[src/rtl/router_2_out_arbiter.sv]
// router_2_out_arbiter: wormhole round-robin arbiter owning one router-2 output port's crossbar select
//   clk, rst                 : clock, synchronous active-high reset
//   N_req/E_req/L_req        : input buffer holds a flit routed to this output
//   N_tail/E_tail/L_tail     : that buffer-head flit is a tail
//   out_ready                : downstream buffer accepts a flit this cycle
//   sel                      : crossbar select (N_PORT/E_PORT/L_PORT, NO_PORT when idle)
//   N_gnt/E_gnt/L_gnt        : pop strobe, a flit crosses this cycle
//   busy                     : a packet currently owns the port
module router_2_out_arbiter #(
    parameter logic [1:0] RR_INIT = 2'd0
) (
    input  logic       clk,
    input  logic       rst,
    input  logic       N_req,
    input  logic       E_req,
    input  logic       L_req,
    input  logic       N_tail,
    input  logic       E_tail,
    input  logic       L_tail,
    input  logic       out_ready,
    output logic [2:0] sel,
    output logic       N_gnt,
    output logic       E_gnt,
    output logic       L_gnt,
    output logic       busy
);
    localparam logic [2:0] N_PORT  = 3'd0;
    localparam logic [2:0] E_PORT  = 3'd1;
    localparam logic [2:0] L_PORT  = 3'd2;
    localparam logic [2:0] NO_PORT = 3'b111;

    typedef enum logic [1:0] {IDLE, OWN_N, OWN_E, OWN_L} state_t;

    state_t     r_state, w_next;
    logic [1:0] r_ptr, w_ptr_next;
    logic [2:0] w_req, w_tail, w_own_mask, w_gnt, w_cand, w_pick;
    logic       w_own, w_tail_xfer;

    // First requester at or after start in N->E->L->N order; returns {found, port}.
    function automatic logic [2:0] rr_pick(input logic [2:0] req, input logic [1:0] start);
        logic [3:0] req4;
        logic [2:0] s;
        logic [1:0] idx;
        req4 = {1'b0, req};
        rr_pick = 3'b000;
        for (int k = 2; k >= 0; k--) begin
            s = {1'b0, start} + 3'(k);
            idx = (s >= 3'd3) ? 2'(s - 3'd3) : s[1:0];
            if (req4[idx]) rr_pick = {1'b1, idx};
        end
    endfunction

    assign w_req       = {L_req, E_req, N_req};
    assign w_tail      = {L_tail, E_tail, N_tail};
    assign w_own       = r_state != IDLE;
    assign w_own_mask  = {r_state == OWN_L, r_state == OWN_E, r_state == OWN_N};
    // Gated by rst so no flit is popped while ownership is being dropped.
    assign w_gnt       = rst ? 3'b000 : (w_own_mask & w_req & {3{out_ready}});
    assign w_tail_xfer = |(w_gnt & w_tail);
    // The departing owner is excluded; in IDLE the mask is empty so all requesters compete.
    assign w_cand      = w_req & ~w_own_mask;
    assign w_pick      = rr_pick(w_cand, w_ptr_next);

    always_comb begin
        w_ptr_next = r_ptr;
        w_next = r_state;
        if (w_tail_xfer) w_ptr_next = (r_state == OWN_N) ? 2'd1 : (r_state == OWN_E) ? 2'd2 : 2'd0;
        if (!w_own || w_tail_xfer) w_next = w_pick[2] ? state_t'(w_pick[1:0] + 2'd1) : IDLE;
    end

    always_ff @(posedge clk) begin
        if (rst) begin
            r_state <= IDLE;
            r_ptr <= (RR_INIT == 2'd3) ? 2'd0 : RR_INIT;
        end else begin
            r_state <= w_next;
            r_ptr <= w_ptr_next;
        end
    end

    assign sel   = (r_state == OWN_N) ? N_PORT : (r_state == OWN_E) ? E_PORT : (r_state == OWN_L) ? L_PORT : NO_PORT;
    assign busy  = w_own;
    assign N_gnt = w_gnt[0];
    assign E_gnt = w_gnt[1];
    assign L_gnt = w_gnt[2];
endmodule

[config.mk]
export PLATFORM = sky130hd
export DESIGN_NAME = router_2_out_arbiter
export DESIGN_NICKNAME = d
export VERILOG_FILES = /design/src/rtl/router_2_out_arbiter.sv
export SDC_FILE = /design/constraint.sdc
export NUM_CORES = 1
export LEC_CHECK = 0
export ABC_CLOCK_PERIOD_IN_PS = 4900
export BUFFER_PORTS_ARGS = -buffer_cell sky130_fd_sc_hd__buf_2
export CAP_MARGIN = 20
export CORE_AREA = 3 3 40 42
export DETAILED_ROUTE_END_ITERATION = 10
export DIE_AREA = 0 0 43 45
export PLACE_DENSITY = 0.77
export SYNTH_ARGS = -nofsm -noshare
export SYNTH_HDL_FRONTEND = slang
export SYNTH_SLANG_ARGS = --single-unit
export TNS_END_PERCENT = 100
[constraint.sdc]
create_clock -name clk -period 4.9 [get_ports clk]
set_input_delay 0.49 -clock clk [delete_from_list [all_inputs] [get_ports clk]]
set_output_delay 0.49 -clock clk [all_outputs]
set_load 0.05 [all_outputs]
==> impl_results.rst, run 1 <==
.. list-table::
   :header-rows: 1

   * - Metric
     - Value
   * - Post-Route Hold Slack
     - 508.8 ps
   * - Leakage Power
     - 0.3944 nW
   * - Number of endpoints failing setup at the final stage
     - 0
   * - Number of diodes
     - 0
   * - Worst Skew
     - 8.735 ps
   * - DRC errors left
     - 0
   * - Clock transition time at the flip-flop clock pins of the worst setup and hold paths
     - 40 ps
   * - Period utilisation layout
     - 77.05%
   * - Synth Instances
     - 80
   * - Number of enable-type register cells in the synthesized netlist
     - 0
   * - #FFs+latches synth
     - 4
   * - Syn-to-layout area delta
     - 14.37%
   * - Y dimension of the die
     - 45 µm
   * - Maximum root-to-sink buffer count
     - 2
   * - Overall global routing resource usage
     - 16.31%
   * - Resized Gates After CTS
     - 0
   * - Class of the tightest hold or removal check
     - input pin to register
   * - Routability congestion estimate from global placement
     - 0.7510
   * - Total of fill cells in the finished design
     - 120
   * - DR vias
     - 649
   * - Net Count, Synth
     - 98
   * - Cell type with the largest total area after synthesis
     - sky130_fd_sc_hd__ha_1
   * - Max incr delay on CP
     - 900 ps
   * - Final count of hold timing violations
     - 0
   * - Pwr dens
     - 466.5 nW/µm²
   * - Proportion of layout cells with a drive suffix above 1
     - 22.58%
   * - Width of the die
     - 43 µm
   * - Launching point of the worst reg2reg path
     - r_state[0]
   * - Num ports
     - 16
   * - Maximum capacitance violations
     - 0
   * - Routed len/inst
     - 13.20 µm
   * - Vias in the first global route
     - 530
   * - GR Overflow Total
     - 0
   * - Die area
     - 1935 µm²
   * - Detail-routed via count per cell
     - 6.009
   * - Total clock sinks
     - 4
   * - Most instantiated flip-flop cell in the synthesis netlist
     - sky130_fd_sc_hd__dfxtp_1
   * - Syn Area/Cell
     - 8.055 µm²
   * - Worst setup startpoint
     - r_state[0]
   * - Number of distinct library cells after synthesis
     - 36
   * - Top area cells in the synthesized netlist
     - sky130_fd_sc_hd__ha_1 (17%), sky130_fd_sc_hd__dfxtp_1 (12%), sky130_fd_sc_hd__mux2i_1 (7.8%)
   * - Slew at the pin closest to its max-slew limit
     - 1031 ps
   * - Final antenna-violating net count
     - 0
   * - Total Wirelength
     - 1426 µm
   * - Max Freq
     - 264.9 MHz
   * - CTS tree
     - yes
   * - Post-CTS repair timing setup buffer count
     - 0
   * - Post-detail-place hpwl
     - 1097 µm
   * - Share of flip-flops with an asynchronous set or reset
     - 0%
   * - Slew Limit Fails
     - 0
   * - Post-layout nets
     - 113
   * - Initial core utilization
     - 50.15%
   * - Worst IR drop on VDD
     - 0.4107 mV
   * - Htree depth
     - 1
   * - Instance count on the critical path
     - 11
   * - Rel. slew slack
     - 31.29%
   * - Maximum fanout encountered on the critical timing path
     - 9
   * - Crit Path Class
     - register to register
   * - Pre-CTS setup slack
     - 1160 ps
   * - Skew-Pair Late Insertion Delay
     - 250 ps
   * - R2R cell count
     - 11
   * - Count of input and output buffers
     - 15
   * - Worst-path cell with the longest stage delay
     - sky130_fd_sc_hd__a222oi_1
   * - Number of buffers and inverters on the critical path
     - 2
   * - Post-layout util
     - 57.35%
   * - Fin crit period
     - 3776 ps
   * - Number of placement rows
     - 13
   * - Antenna violations before repair
     - 0
   * - Proportion of netlist area held by the largest area contributor
     - 17.48%
   * - Result of the run
     - complete, no violations
   * - Critical path's top delay family
     - compound AO/OA/AOI/OAI gates
   * - Sequential share of the synthesized area
     - 12.43%
   * - Data required time at the worst endpoint
     - 5030 ps
   * - Worst setup path endpoint
     - r_state[1]
   * - Worst endpoint data arrival time
     - 3910 ps
   * - Maximum number of pins on one net before global-route repair
     - 15
   * - Post-synth design cell area
     - 644.4 µm²
   * - First-pass GRT wire length
     - 2352 µm
   * - Clock Root Buffer
     - sky130_fd_sc_hd__clkbuf_4
   * - Register-to-Register Setup Slack
     - 1120 ps
   * - Crit end category
     - register
   * - Starting DRC count in detailed routing
     - 27
   * - CP Cell Sequence
     - inv_1, ha_1, and4b_4, a222oi_1, mux2i_1, inv_1, ha_1, maj3_1, o221a_2, a41oi_1, o21ai_1
   * - Post-cts hold buffer count
     - 0
   * - Num CTS Buffers
     - 3
   * - Final worst setup slack
     - 1124 ps
   * - Core region area
     - 1285 µm²
   * - CP startpoint kind
     - register
   * - Total negative slack for setup checks
     - 0 ps
   * - Unrepaired setup endpoints after global routing
     - false
   * - Reg-to-reg critical path endpoint
     - r_state[1]
   * - Warning count from the yosys run
     - 0
   * - 1st-pass router iterations
     - 4
## worst register-to-register path, delay by kind of cell (launching register included)
| kind | cells | cell delay (ps) |
|---|---|---|
| AO/OA/AOI/OAI | 4 | 1440 |
| flip-flops | 1 | 380 |
| buffers and inverters | 2 | 210 |
| AND/OR/NAND/NOR | 1 | 220 |
| adder cells (fa/ha/maj) | 3 | 1030 |
| multiplexers | 1 | 380 |
## layer usage
metal	vias to the layer above	track usage [%]	wire length, µm
li1	324	-	-
met1	292	20.19	580
met2	29	26.05	662
met3	4	6.375	155
met4	0	5.422	27
met5	-	0	0
## where the power goes
part | switching, mW | internal, mW | total, mW
sequential | 0.00995 | 0.0405 | 0.0505
clock | 0.0167 | 0.0276 | 0.0443
combinational | 0.176 | 0.0729 | 0.249
## layout by cell type, fill, tap and decap left out, types with 3 or more instances in the layout
master                     count
sky130_fd_sc_hd__buf_2        15
sky130_fd_sc_hd__clkbuf_4      3
sky130_fd_sc_hd__dfxtp_1       4
sky130_fd_sc_hd__ha_1          9
sky130_fd_sc_hd__inv_1         7
sky130_fd_sc_hd__mux2i_1       5
sky130_fd_sc_hd__nand2_1       5
sky130_fd_sc_hd__nor2_1        5
sky130_fd_sc_hd__nor2b_1       4
sky130_fd_sc_hd__nor3b_1       3
sky130_fd_sc_hd__o21ai_0       3
## final cells by class
type,count,area [µm²],share of cell area [%]
Multi-Input combinational cell,64,514.2,69.78
Sequential cell,4,80.08,10.87
Timing Repair Buffer,15,75.07,10.19
Inverter,7,26.28,3.565
Clock buffer,3,22.52,3.056
Tap cell,15,18.77,2.547
## registers in the layout, summed over array words and instances (netlist names)
signal   flops
r_ptr        2
r_state      2
## worst min-delay path by stage
stage | start | endpoint | slack, ps | depth (start not counted)
6_report | rst | r_ptr[1] | 510 | 2
5_1_grt | rst | r_ptr[1] | 520 | 2
4_1_cts | rst | r_ptr[1] | 510 | 2
3_5_place_dp | r_ptr[0] | r_ptr[0] | 570 | 2
3_3_place_gp | r_ptr[1] | r_ptr[1] | 560 | 2
2_1_floorplan | r_ptr[1] | r_ptr[1] | 530 | 2
## synth_stat cells, drive strengths merged, types with 2 or more instances
library cell / number
a22oi: 2
and3b: 2
and4b: 3
buf: 3
clkbuf: 2
dfxtp: 4
ha: 9
inv: 7
mux2i: 5
nand2: 5
nand2b: 2
nor2: 5
nor2b: 4
nor3b: 3
o21ai: 4
o221ai: 2
o31ai: 2
xor2: 2
## stage by stage
step	area [µm²]	total power, mW	std cells
finish	737.0	0.3438	108
global route	737.0	0.3692	108
CTS	737.0	0.3438	108
detailed placement	714.4	0.2996	105
global placement	714.4	0.2951	105
floorplan	644.4	0.2511	80
## cells by family (layout without fill, tap and decap cells)
family | after synthesis | in the layout | share of synthesized area, %
buffers and inverters | 12 | 25 | 7.767
multiplexers | 5 | 5 | 7.767
XOR/XNOR | 2 | 2 | 2.719
AND/OR/NAND/NOR | 29 | 29 | 28.54
AO/OA/AOI/OAI | 18 | 18 | 21.75
flip-flops | 4 | 4 | 12.43
adder cells (fa/ha/maj) | 10 | 10 | 19.03
Note: power is estimated with default switching activity, not from simulation.
==> run 2: changes to the inputs <==
ABC_AREA = 1   (was not set)
ABC_CLOCK_PERIOD_IN_PS = 3050   (was 4900)
CORE_AREA = not set   (was 3 3 40 42)
CORE_MARGIN = 3   (was not set)
CORE_UTILIZATION = 45   (was not set)
DIE_AREA = not set   (was 0 0 43 45)
PLACE_DENSITY = 0.76   (was 0.77)
clock period = 3.05 ns   (was 4.9 ns; I/O delays follow)
==> impl_results.rst, run 2 <==
.. list-table::
   :header-rows: 1

   * - Metric
     - Value
   * - 1st-pass router iterations
     - 4 (unchanged)
   * - Slew Limit Fails
     - 0 (unchanged)
   * - Vias in the first global route
     - 585 (+10%)
   * - Number of diodes
     - 0 (unchanged)
   * - Warning count from the yosys run
     - 0 (unchanged)
   * - Worst Skew
     - 5.387 ps (-3.348 ps)
   * - CTS tree
     - yes
   * - Fraction of power spent switching nets
     - 61.44% (+2.5 points)
   * - Number of enable-type register cells in the synthesized netlist
     - 0 (unchanged)
   * - Cell seen most often among critical-path stages
     - sky130_fd_sc_hd__nand2_1
   * - Max Freq
     - 378.1 MHz (+43%)
   * - Synth Instances
     - 100 (+25%)
   * - Net Count, Synth
     - 118 (+20%)
   * - Post-cts hold buffer count
     - 0 (unchanged)
   * - Maximum fanout encountered on the critical timing path
     - 6 (-3)
   * - Worst-path cell with the longest stage delay
     - sky130_fd_sc_hd__dfxtp_1
   * - Leakage Power
     - 0.4108 nW (+4.2%)
   * - Cell Int Power
     - 245.4 µW (+74%)
   * - Post-CTS repair timing setup buffer count
     - 0 (unchanged)
   * - First-pass GRT wire length
     - 2290 µm (-2.6%)
   * - Final Power
     - 636.5 µW (+85%)
   * - Htree depth
     - 1 (unchanged)
   * - Top cells by instance count after synthesis
     - sky130_fd_sc_hd__nand2_1 (23), sky130_fd_sc_hd__inv_1 (22), sky130_fd_sc_hd__nor2_1 (12)
   * - Share of flip-flops with an asynchronous set or reset
     - 0% (unchanged)
   * - Rel. slew slack
     - 76.00% (+45 points)
   * - CP startpoint kind
     - register
   * - Overall global routing resource usage
     - 16.72% (+0.42 points)
   * - Crit Path Class
     - register to register
   * - Count of input and output buffers
     - 15 (unchanged)
   * - Worst endpoint data arrival time
     - 2810 ps (-1100 ps)
   * - GR Overflow Total
     - 0 (unchanged)
   * - Logic gate share of total power
     - 75.9% (+3.5 points)
   * - #FFs+latches synth
     - 4 (unchanged)
   * - Core region area
     - 1186 µm² (-7.7%)
   * - Routed len/inst
     - 10.04 µm (-24%)
   * - Total Wirelength
     - 1325 µm (-7.1%)
   * - Unrepaired setup endpoints after global routing
     - false
   * - Crit end category
     - register
   * - Post-detail-place hpwl
     - 1161 µm (+5.8%)
   * - Result of the run
     - complete, no violations
   * - Die area
     - 1819 µm² (-6.0%)
   * - Maximum root-to-sink buffer count
     - 2 (unchanged)
   * - Width of the die
     - 42.65 µm (-0.83%)
   * - Total clock sinks
     - 4 (unchanged)
   * - Worst IR drop on VDD
     - 0.7177 mV (+75%)
   * - Proportion of layout cells with a drive suffix above 1
     - 24.58% (+2.0 points)
   * - Resized Gates After CTS
     - 0 (unchanged)
   * - Top area cells in the synthesized netlist
     - sky130_fd_sc_hd__ha_1 (19%), sky130_fd_sc_hd__nand2_1 (14%), sky130_fd_sc_hd__inv_1 (14%)
   * - Max incr delay on CP
     - 400 ps (-500 ps)
   * - Slew at the pin closest to its max-slew limit
     - 357.0 ps (-673.7 ps)
   * - Number of placement rows
     - 12 (-1)
   * - Final count of hold timing violations
     - 0 (unchanged)
   * - Area of combinational cells with multiple inputs
     - 441.7 µm² (-14%)
   * - Antenna violations before repair
     - 0 (unchanged)
   * - Final antenna-violating net count
     - 0 (unchanged)
   * - Most instantiated flip-flop cell in the synthesis netlist
     - sky130_fd_sc_hd__dfxtp_1
   * - Post-layout util
     - 60.65% (+3.3 points)
   * - Fin crit period
     - 2645 ps (-1131 ps)
   * - Period utilisation layout
     - 86.71% (+9.7 points)
   * - Number of endpoints failing setup at the final stage
     - 0 (unchanged)
   * - Maximum number of pins on one net before global-route repair
     - 7 (-8)
   * - Most common library cell in the layout ignoring fill and taps
     - sky130_fd_sc_hd__nand2_1
   * - Number of distinct library cells after synthesis
     - 18 (-50%)
   * - Class of the tightest hold or removal check
     - input pin to register
   * - Post-synth design cell area
     - 604.3 µm² (-6.2%)
   * - Finished layout cell area
     - 719.4 µm² (-2.4%)
   * - Sequential Area
     - 80.08 µm² (unchanged)
   * - Post-layout nets
     - 138 (+22%)
   * - Num ports
     - 16 (unchanged)
   * - Syn Area/Cell
     - 6.043 µm² (-25%)
   * - Clock Root Buffer
     - sky130_fd_sc_hd__clkbuf_4
   * - Data required time at the worst endpoint
     - 3210 ps (-1820 ps)
   * - Routability congestion estimate from global placement
     - 0.8224 (+9.5%)
   * - CP Cell Sequence
     - inv_1, ha_1, nand2_1, inv_1, nand3_2, nand3_2, nand2_1, nand2_2, ha_1, nand2_1, o21ai_1, nor2_1, nor2_1, o311ai_0, inv_1, nand2_1, nand2_1, nand2_1, nand2_1, a21oi_1
   * - Part of the total power dissipated in sequential elements
     - 13.9% (-0.8 points)
   * - Total negative slack for setup checks
     - 0 ps (unchanged)
   * - Cell type with the largest total area after synthesis
     - sky130_fd_sc_hd__ha_1
   * - Largest regs
     - r_ptr (2), r_state (2)
   * - Skew-Pair Late Insertion Delay
     - 240 ps (about the same)
   * - Most frequent cells in the layout
     - sky130_fd_sc_hd__nand2_1 (23), sky130_fd_sc_hd__inv_1 (22), sky130_fd_sc_hd__buf_2 (15)
   * - Clock transition time at the flip-flop clock pins of the worst setup and hold paths
     - 40 ps (about the same)
   * - Total of fill cells in the finished design
     - 118 (-1.7%)
   * - Num CTS Buffers
     - 3 (unchanged)
   * - Y dimension of the die
     - 42.65 µm (-5.2%)
   * - Detail-routed via count per cell
     - 4.864 (-19%)
   * - DRC errors left
     - 0 (unchanged)
   * - Pwr dens
     - 884.7 nW/µm² (+90%)
   * - Starting DRC count in detailed routing
     - 15 (-44%)
   * - Most instantiated library cell after synthesis
     - sky130_fd_sc_hd__nand2_1
   * - Initial core utilization
     - 50.95% (+0.80 points)
   * - Maximum capacitance violations
     - 0 (unchanged)
   * - DR vias
     - 642 (-1.1%)
   * - Proportion of netlist area held by the largest area contributor
     - 18.63% (+1.2 points)
   * - Relative contribution of the clock network to total power
     - 10.2% (-2.7 points)
   * - Sw power
     - 391.1 µW (+93%)
   * - Sequential share of the synthesized area
     - 13.25% (+0.82 points)
   * - Syn-to-layout area delta
     - 19.05%
   * - Post-placement cell area
     - 696.9 µm² (-2.5%)
==> run 2: cell count changes after synthesis, moves of 3 or more <==
cell / change
sky130_fd_sc_hd__mux2i_1: -5
sky130_fd_sc_hd__nor3b_1: -3
sky130_fd_sc_hd__nand2_2: +6
sky130_fd_sc_hd__inv_1: +15
sky130_fd_sc_hd__nand2_1: +18
sky130_fd_sc_hd__nor2_1: +7
sky130_fd_sc_hd__nand3_1: +3
sky130_fd_sc_hd__nand4_1: +4
sky130_fd_sc_hd__nand3_2: +3
sky130_fd_sc_hd__nor2b_1: -4
==> run 2: critical path: cells and delay by family, from the launching register on <==
kind / cells / cell delay (ps)
AOI/OAI and AO/OA: 3 / 270
adders and majority gates: 2 / 590
buffers and inverters: 3 / 260
DFF: 1 / 400
and+or+nand+nor: 12 / 1050
==> run 2: logic make-up after synthesis <==
group / after synthesis / share of synthesized area (%)
simple gates: 56 / 45.75
buf+inv: 22 / 13.66
compound gates: 9 / 8.697
fa+ha+maj: 9 / 18.63
flops: 4 / 13.25
==> run 2: area by class of cell <==
type	count	area share [%]
Clock buffer	3	3.130
Inverter	22	11.48
Multi-Input combinational cell	74	61.39
Sequential cell	4	11.13
Tap cell	14	2.435
Timing Repair Buffer	15	10.43
==> run 2: path summary, 6_finish.rpt <==
kind / from / end / slack, ps / cells after the start
setup / recovery: r_state[1] / r_state[1] / 410 / 20
hold / removal: rst / r_ptr[1] / 330 / 2
setup reg to reg: r_state[1] / r_state[1] / 410 / 20
hold reg to reg: r_state[0] / r_state[0] / 530 / 2
==> run 2: power groups by stage <==
stage,combinational [mW],sequential [mW],clock [mW]
2_1_floorplan,0.394,0.0853,0
3_3_place_gp,0.481,0.0889,0
3_5_place_dp,0.483,0.0907,0
4_1_cts,0.487,0.0889,0.0675
5_1_grt,0.538,0.0912,0.0720
6_report,0.483,0.0887,0.0647
==> run 2: per-layer routing <==
| metal | GRT usage (%) | wire length, µm |
|---|---|---|
| met1 | 19.19 | 600 |
| met2 | 28.74 | 655 |
| met3 | 7.725 | 69 |
| met4 | 1.863 | 0 |
| met5 | 0 | 0 |
==> run 2: per-stage QoR <==
| stage | cells | setup slack, ps | hold slack, ps |
|---|---|---|---|
| finish | 132 | 405.4 | 330.6 |
| global route | 132 | 45.82 | 332.6 |
| CTS | 132 | 389.2 | 330.5 |
| detailed placement | 129 | 396.8 | 529.9 |
| global placement | 129 | 489.2 | 522.0 |
| floorplan | 100 | 699.3 | 374.1 |
==> run 3: changes to the inputs <==
ABC_AREA = not set   (was 1)
CORE_UTILIZATION = 46   (was 45)
TNS_END_PERCENT = 1   (was 100)
==> impl_results.rst, run 3 (synthesis results as in run 1) <==
.. list-table::
   :header-rows: 1

   * - Metric
     - Value
   * - Fin crit period
     - 2895 ps (+250.5 ps)
   * - Y dimension of the die
     - 43.43 µm (+1.8%)
   * - Post-detail-place hpwl
     - 1256 µm (+8.2%)
   * - Post-layout nets
     - 123 (-11%)
   * - Count of placed standard cells in the final layout, fillers left out
     - 117 (-11%)
   * - Num ports
     - 16 (unchanged)
   * - Post-layout util
     - 72.92% (+12 points)
   * - Leakage Power
     - 0.4315 nW (+5.0%)
   * - Initial core utilization
     - 53.65% (+2.7 points)
   * - Number of endpoints failing setup at the final stage
     - 0 (unchanged)
   * - Skew-Pair Late Insertion Delay
     - 240 ps (about the same)
   * - 1st-pass router iterations
     - 4 (unchanged)
   * - Part of the total power dissipated in sequential elements
     - 14.6% (+0.7 points)
   * - Final count of hold timing violations
     - 0 (unchanged)
   * - DR vias
     - 711 (+11%)
   * - Routed len/inst
     - 14.30 µm (+42%)
   * - Slew Limit Fails
     - 0 (unchanged)
   * - Period utilisation layout
     - 94.92% (+8.2 points)
   * - Core region area
     - 1201 µm² (+1.3%)
   * - Most frequent cells in the layout
     - sky130_fd_sc_hd__buf_2 (15), sky130_fd_sc_hd__buf_4 (10), sky130_fd_sc_hd__ha_1 (6)
   * - Pwr dens
     - 697.8 nW/µm² (-21%)
   * - Result of the run
     - complete, no violations
   * - Htree depth
     - 1 (unchanged)
   * - Largest regs
     - r_ptr (2), r_state (2)
   * - Maximum root-to-sink buffer count
     - 2 (unchanged)
   * - Count of input and output buffers
     - 15 (unchanged)
   * - Maximum number of pins on one net before global-route repair
     - 13 (+6)
   * - Total Wirelength
     - 1673 µm (+26%)
   * - CTS tree
     - yes
   * - Class of the tightest hold or removal check
     - input pin to register
   * - Most common library cell in the layout ignoring fill and taps
     - sky130_fd_sc_hd__buf_2
   * - Vias in the first global route
     - 609 (+4.1%)
   * - Fraction of power spent switching nets
     - 57.12% (-4.3 points)
   * - Antenna violations before repair
     - 0 (unchanged)
   * - Total of fill cells in the finished design
     - 94 (-20%)
   * - Worst Skew
     - 6.827 ps (+1.440 ps)
   * - Area of combinational cells with multiple inputs
     - 574.3 µm² (+30%)
   * - Number of placed cells counting well taps
     - 111 (-14%)
   * - Worst IR drop on VDD
     - 0.7318 mV (+2.0%)
   * - Detail-routed via count per cell
     - 6.077 (+25%)
   * - Clock Root Buffer
     - sky130_fd_sc_hd__clkbuf_4
   * - Width of the die
     - 43.43 µm (+1.8%)
   * - Total clock sinks
     - 4 (unchanged)
   * - CP startpoint kind
     - register
   * - Final antenna-violating net count
     - 0 (unchanged)
   * - Num CTS Buffers
     - 3 (unchanged)
   * - Clock transition time at the flip-flop clock pins of the worst setup and hold paths
     - 40 ps (about the same)
   * - Worst endpoint data arrival time
     - 3050 ps (+240 ps)
   * - Sequential Area
     - 85.08 µm² (+6.2%)
   * - Proportion of layout cells with a drive suffix above 1
     - 42.72% (+18 points)
   * - Crit end category
     - register
   * - Max Freq
     - 345.4 MHz (-8.7%)
   * - Rel. slew slack
     - 73.54% (-2.5 points)
   * - Routability congestion estimate from global placement
     - 0.8836 (+7.4%)
   * - Crit Path Class
     - register to register
   * - Sw power
     - 349.1 µW (-11%)
   * - GR Overflow Total
     - 0 (unchanged)
   * - Cell Int Power
     - 262.1 µW (+6.8%)
   * - Starting DRC count in detailed routing
     - 10 (-5)
   * - Number of diodes
     - 0 (unchanged)
   * - Maximum fanout encountered on the critical timing path
     - 6 (unchanged)
   * - Overall global routing resource usage
     - 17.87% (+1.1 points)
   * - Logic gate share of total power
     - 74.3% (-1.6 points)
   * - Data required time at the worst endpoint
     - 3200 ps (about the same)
   * - Number of placement rows
     - 12 (unchanged)
   * - Post-cts hold buffer count
     - 0 (unchanged)
   * - Relative contribution of the clock network to total power
     - 11.1% (+0.9 points)
   * - First-pass GRT wire length
     - 2539 µm (+11%)
   * - Slew at the pin closest to its max-slew limit
     - 396.1 ps (+39.10 ps)
   * - Die area
     - 1886 µm² (+3.7%)
   * - DRC errors left
     - 0 (unchanged)
   * - Syn-to-layout area delta
     - 35.92%
   * - Maximum capacitance violations
     - 0 (unchanged)
[run 3: changes by cell type in the layout (fill, tap and decap cells not counted), moves of 6 or more]
cell	before	now
sky130_fd_sc_hd__buf_4	0	10
sky130_fd_sc_hd__inv_1	22	5
sky130_fd_sc_hd__nand2_1	23	5
sky130_fd_sc_hd__nor2_1	12	5
sky130_fd_sc_hd__nand2_2	6	0
[run 3: routing by layer]
metal | global-route usage [%] | vias up | share of wire (%)
li1 | - | 343 | -
met2 | 30.09 | 27 | 48
met1 | 20.92 | 335 | 42
met5 | 0 | - | 0
met4 | 6.024 | 0 | 2.4
met3 | 6.224 | 6 | 7.1
[run 3: path summary, 6_finish.rpt]
path                                 start         end  slack (ps)  depth (start not counted)
worst max-delay path            r_state[0]  r_state[0]         150                         13
worst min-delay path                   rst    r_ptr[0]         330                          2
worst max register to register  r_state[0]  r_state[0]         150                         13
worst min register to register  r_state[0]  r_state[0]         660                          3
[run 3: power by group through the flow]
stage	combinational, mW	clock, mW	sequential, mW
2_1_floorplan	0.340	0	0.0829
3_3_place_gp	0.417	0	0.0863
3_5_place_dp	0.427	0	0.0871
4_1_cts	0.428	0.0697	0.0866
5_1_grt	0.492	0.0756	0.0908
6_report	0.454	0.0679	0.0890
[run 3: worst max-delay path: stages, from the launching register on]
cell	delay, ps
sky130_fd_sc_hd__dfxtp_4	360
sky130_fd_sc_hd__inv_2	40
sky130_fd_sc_hd__ha_2	200
sky130_fd_sc_hd__and4b_4	190
sky130_fd_sc_hd__a222oi_1	330
sky130_fd_sc_hd__buf_4	240
sky130_fd_sc_hd__mux2i_4	300
sky130_fd_sc_hd__inv_1	70
sky130_fd_sc_hd__ha_2	210
sky130_fd_sc_hd__buf_4	160
sky130_fd_sc_hd__nor2b_1	130
sky130_fd_sc_hd__o31ai_1	290
sky130_fd_sc_hd__o2111ai_1	170
sky130_fd_sc_hd__o32ai_2	110
[run 3: area by class of cell]
class / instances / area share (%)
repair buffers: 25 / 17.14
well taps: 14 / 2.000
flip-flops and latches: 4 / 9.714
clock buffers: 3 / 2.571
inverters: 7 / 3.000
multi-input cells: 64 / 65.57
[run 3: through the flow]
stage / TNS (ps) / hold WS [ps] / worst slack (ps) / cell area, µm² / total power, mW
after floorplan: 0 / 377.4 / 8.335 / 671.9 / 0.4232
after global placement: 0 / 560.7 / 42.10 / 777.0 / 0.5037
after detailed placement: 0 / 568.0 / 51.06 / 777.0 / 0.5140
after CTS: 0 / 315.7 / 18.58 / 799.5 / 0.5846
after global routing: -7.537 / 330.9 / -7.537 / 875.8 / 0.6582
final: 0 / 331.6 / 154.8 / 875.8 / 0.6112
[run 3: repair_timing]
item | 4_1_cts | 5_1_grt
gates resized for setup | 0 | 10
setup buffers | 0 | 3
setup endpoints to repair | 0 | 2
